===== src/rtl/piso_serializer.sv =====
// piso_serializer: MSB-first parallel-to-serial shifter with active-low EN strobe.
// Defining PISO_SERIALIZER_PARITY_EN appends an even-parity cycle after the data bits.
module piso_serializer #(
  parameter int WIDTH = 8
) (
  input  logic             clk,
  input  logic             RST,
  input  logic [WIDTH-1:0] p_in,
  input  logic             load,
  output logic             ready,
  output logic             s_out,
  output logic             EN,
  output logic             done,
  output logic             par_vld
);
  localparam int CW = $clog2(WIDTH);
  typedef enum logic [1:0] {
    IDLE,
    SHIFT
`ifdef PISO_SERIALIZER_PARITY_EN
    , PARITY
`endif
  } state_t;
  state_t state_q, state_d;
  logic [WIDTH-1:0] sr_q, sr_d;
  logic [CW-1:0] cnt_q, cnt_d;
  logic done_q, done_d;
`ifdef PISO_SERIALIZER_PARITY_EN
  logic par_q, par_d;
`endif
  always_comb begin
    state_d = state_q;
    sr_d = sr_q;
    cnt_d = cnt_q;
    done_d = 1'b0;
`ifdef PISO_SERIALIZER_PARITY_EN
    par_d = par_q;
`endif
    if (state_q == IDLE && load) begin
      state_d = SHIFT;
      sr_d = p_in;
      cnt_d = '0;
`ifdef PISO_SERIALIZER_PARITY_EN
      par_d = ^p_in;
`endif
    end else if (state_q == SHIFT) begin
      sr_d = sr_q << 1;
      if (cnt_q == CW'(WIDTH - 1)) begin
`ifdef PISO_SERIALIZER_PARITY_EN
        state_d = PARITY;
`else
        state_d = IDLE;
        done_d = 1'b1;
`endif
      end else cnt_d = cnt_q + CW'(1);
    end
`ifdef PISO_SERIALIZER_PARITY_EN
    else if (state_q == PARITY) begin
      state_d = IDLE;
      done_d = 1'b1;
    end
`endif
  end
  always_ff @(posedge clk) begin
    if (RST) begin
      state_q <= IDLE;
      sr_q <= '0;
      cnt_q <= '0;
      done_q <= 1'b0;
`ifdef PISO_SERIALIZER_PARITY_EN
      par_q <= 1'b0;
`endif
    end else begin
      state_q <= state_d;
      sr_q <= sr_d;
      cnt_q <= cnt_d;
      done_q <= done_d;
`ifdef PISO_SERIALIZER_PARITY_EN
      par_q <= par_d;
`endif
    end
  end
  assign ready = state_q == IDLE;
  assign EN = state_q != SHIFT;
  assign done = done_q;
`ifdef PISO_SERIALIZER_PARITY_EN
  assign s_out = (state_q == SHIFT) ? sr_q[WIDTH-1] : (state_q == PARITY) && par_q;
  assign par_vld = state_q == PARITY;
`else
  assign s_out = (state_q == SHIFT) && sr_q[WIDTH-1];
  assign par_vld = 1'b0;
`endif
endmodule


===== config.mk =====
export PLATFORM = sky130hd
export DESIGN_NAME = piso_serializer
export DESIGN_NICKNAME = d
export VERILOG_FILES = /design/src/rtl/piso_serializer.sv
export SDC_FILE = /design/constraint.sdc
export NUM_CORES = 1
export LEC_CHECK = 0
export ABC_CLOCK_PERIOD_IN_PS = 1400
export CAP_MARGIN = 20
export CELL_PAD_IN_SITES_DETAIL_PLACEMENT = 0
export CELL_PAD_IN_SITES_GLOBAL_PLACEMENT = 1
export CORE_ASPECT_RATIO = 1.4
export CORE_MARGIN = 2
export CORE_UTILIZATION = 32
export DETAILED_ROUTE_END_ITERATION = 12
export PLACE_DENSITY_LB_ADDON = 0.1
export RECOVER_POWER = 25
export SYNTH_ARGS = -nofsm -noshare
export SYNTH_HDL_FRONTEND = slang
export SYNTH_SLANG_ARGS = --single-unit

===== constraint.sdc =====
create_clock -name clk -period 1.4 [get_ports clk]
set_clock_uncertainty 0.1 [all_clocks]
set_input_delay 0.35 -clock clk [delete_from_list [all_inputs] [get_ports clk]]
set_output_delay 0.35 -clock clk [all_outputs]
set_load 0.1 [all_outputs]

==> results.py, run 1 <==
metrics = {
    "yosys": {
        "synth_nets": 81,
        "synth_seq_cells": 13,
        "synth_cells": 68,
        "syn_area_sq_um": 681,
        "yosys_warnings": 0,
        "synth_area_per_cell_sq_um": 10.0,
        "ys_types": 20,
        "yosysSeqAreaShare_pct": 38.2,
    },
    "die": {
        "rows": 19,
        "die_w_um": 43.0,
        "core_area_sq_um": 2000,
        "io_pins": 16,
        "die_area_sq_um": 2520,
        "die_h_um": 58.6,
        "start_util_pct": 34.1,
    },
    "placed_design": {
        "hpwl_um": 989,
        "portBuffers": 14,
        "place_congestion": 0.651,
        "placed_area_sq_um": 903,
        "numPlacedInstances": 103,
    },
    "cells_and_area": {
        "final_cells": 110,
        "fill_cells": 199,
        "final_layout_size_suffix_gt1_share_pct": 47.2,
        "layout.nets": 103,
        "finish.utilization_pct": 49.0,
        "diodes": 0,
        "postLayoutCellArea_sq_um": 978,
        "area_growth_pct": 43.7,
    },
    "sta": {
        "fmax_mhz": 710,
        "report.final.slew_viol_count": 0,
        "setup_viol": 2,
        "finalCritPeriodShare_pct": 101,
        "worst_slack_ps": -7.57,
        "final-hold-violation-count": 0,
        "rsz0062_at_grt": "true",
        "min_period_ps": 1410,
    },
    "setup_path": {
        "cp-start-kind": "flop",
        "r2r_setup_slack_ps": 80,
        "arrival_ps": 960,
        "worst_setup_path_end_kind": "output pin",
        "crit_fanout": 4,
        "crit_type": "reg -> out",
        "critPathRequiredTime_ps": 950,
    },
    "global_routing": {
        "grt_start_max_net_pins": 14,
        "grt_usage_pct": 11.8,
        "grt_pass1_wl_um": 2250,
        "grt_pass1_vias": 527,
        "grt_antenna_before_repair": 0,
        "grt-ovfl-total": 0,
    },
    "routing": {
        "viasPerCell": 4.57,
        "wirelength_um": 1340,
        "post_drt_wl_per_cell_um": 12.1,
        "drt_iter0_markers": 4,
        "drtAntennaViolNets": 0,
        "vias": 503,
        "drc": 0,
        "firstDrtPassIters": 3,
    },
    "cts": {
        "insertion_delay_ps": 270,
        "clk_pin_slew_ps": 70,
        "h-tree-depth": 1,
        "clk_path_buf_depth": 2,
        "cts_tree": "yes",
        "cts_buffers": 3,
        "cts_sinks": 13,
        "cts-hold-fix-buffers": 0,
        "cts.root.buffer_cell": "clkbuf_4",
    },
    "hold_path": {
        "hp-class": "reg -> reg",
    },
    "power_and_ir_drop": {
        "peakVddDrop_mv": 0.537,
        "leakagePower_nw": 0.407,
        "pwr_density_cell_nw_per_um2": 885,
    },
    "run": {
        "max_cap_violations": 0,
    },
    "status": {
        "status": "finished with violations",
        "failed_checks": "negative setup slack",
    },
}
cells in the mapped netlist:
cell / count / share of area (%)
xnor2_1: 1 / 1.3
nor3_1: 2 / 1.5
o21ai_1: 2 / 1.5
dfxtp_1: 13 / 38
buf_2: 2 / 1.5
nor2b_1: 2 / 1.8
mux2_4: 7 / 15
nand2_2: 7 / 6.4
nor2_1: 2 / 1.1
conb_1: 1 / 0.55
and2_1: 2 / 1.8
nand2_1: 9 / 5.0
nor3b_1: 1 / 1.1
mux2i_1: 1 / 1.5
buf_6: 1 / 1.7
buf_4: 2 / 2.2
ha_1: 2 / 3.7
a21oi_1: 3 / 2.2
bufinv_8: 1 / 2.6
a21oi_2: 7 / 9.0
routing by layer:
metal,global-route usage [%],part of all wire (%)
met5,0,0
met4,6.49,1.3
met3,1.84,3.5
met2,19.3,52
met1,14.7,43
placed cells by master, fill, tap and decap left out, types with 2 or more instances in the layout:
| cell | Yosys | routed |
|---|---|---|
| dfxtp_1 | 13 | 11 |
| nand2_1 | 9 | 9 |
| clkdlybuf4s50_1 | 0 | 8 |
| mux2_4 | 7 | 7 |
| nand2_2 | 7 | 7 |
| a21oi_2 | 7 | 7 |
| buf_12 | 0 | 5 |
| buf_4 | 2 | 5 |
| a21oi_1 | 3 | 3 |
| clkbuf_4 | 0 | 3 |
| and2_4 | 0 | 2 |
| nor2_1 | 2 | 2 |
| nor3_1 | 2 | 2 |
| o21ai_1 | 2 | 2 |
| clkbuf_1 | 0 | 2 |
| dfxtp_2 | 0 | 2 |
worst paths after layout:
path | depth (start not counted) | start | end
max | 2 | state_q[0]$_SDFFE_PP0P_ | ready
min reg2reg | 2 | sr_q[0]$_SDFFE_PP0P_ | sr_q[1]$_SDFFE_PP0P_
max reg2reg | 5 | cnt_q[0]$_SDFFE_PP0P_ | cnt_q[2]$_SDFFE_PP0P_
min | 2 | sr_q[0]$_SDFFE_PP0P_ | sr_q[1]$_SDFFE_PP0P_
flip-flops by register name (all words and copies together) (netlist names):
register and cells:
sr_q 8, cnt_q 3, done 1, state_q 1
repair_timing:
| action | 4_1_cts | 5_1_grt |
|---|---|---|
| resized for setup | 2 | 4 |
| pin swaps | 0 | 1 |
| setup endpoints to repair | 4 | 8 |
| gates cloned | 0 | 1 |
| buffers inserted | 2 | 0 |
per-stage QoR:
step	hold slack, ps	total power (W)	setup WS (ps)	setup TNS, ps
after floorplan	322	0.000562	41.0	0
after global placement	355	0.000633	-245	-2070
after detailed placement	359	0.000635	-280	-2450
after CTS	369	0.000880	-27.3	-54.5
after global routing	379	0.000910	-40.2	-88.5
final	366	0.000866	-7.57	-15.1
logic make-up after synthesis:
kind of cell	after synthesis	share of synthesized area, %
compound gates	12	12.7
xor+xnor	1	1.29
fa+ha+maj	2	3.68
buf+inv	6	7.90
flops	13	38.2
mux	8	16.9
other cells	1	0.551
simple gates	25	18.7
report_power, final:
part / switching (W) / internal (W)
Sequential: 0.0000111 / 0.000389
Clock: 0.000120 / 0.000110
Combinational: 0.000114 / 0.000121
Total: 0.000246 / 0.000621
worst max-delay path: stages (launching register included):
cell and delay, ps:
dfxtp_2 330, bufinv_8 190, buf_12 170
layout make-up:
| cell class | count | area (sq um) | area share [%] |
|---|---|---|---|
| flip-flops and latches | 13 | 263 | 26.9 |
| multi-input cells | 49 | 377 | 38.5 |
| inverters | 1 | 17.5 | 1.79 |
| well taps | 21 | 26.3 | 2.69 |
| repair buffers | 22 | 269 | 27.5 |
| clock buffers | 4 | 26.3 | 2.69 |
(Power assumes the default switching activity.)
==> run 2, diff against run 1 <==
--- a/config.mk
+++ b/config.mk
@@ -13,6 +13,7 @@
 export CORE_MARGIN = 2
 export CORE_UTILIZATION = 32
 export DETAILED_ROUTE_END_ITERATION = 12
+export MAX_ROUTING_LAYER = met4
 export PLACE_DENSITY_LB_ADDON = 0.1
 export RECOVER_POWER = 25
 export SYNTH_ARGS = -nofsm -noshare
==> results of run 2 <==
No change in the layout: final DEF, timing and power equal those of run 1.
Main changes from that run: final weighted congestion in routability-driven placement 0.651 -> 0.656; overall routing resource usage 11.8% -> 12.1%
==> run 3, diff against run 2 <==
--- a/config.mk
+++ b/config.mk
@@ -13,7 +13,6 @@
 export CORE_MARGIN = 2
 export CORE_UTILIZATION = 32
 export DETAILED_ROUTE_END_ITERATION = 12
-export MAX_ROUTING_LAYER = met4
 export PLACE_DENSITY_LB_ADDON = 0.1
 export RECOVER_POWER = 25
 export SYNTH_ARGS = -nofsm -noshare
==> results of run 3 <==
No change in the layout: final DEF, timing and power equal those of run 1.
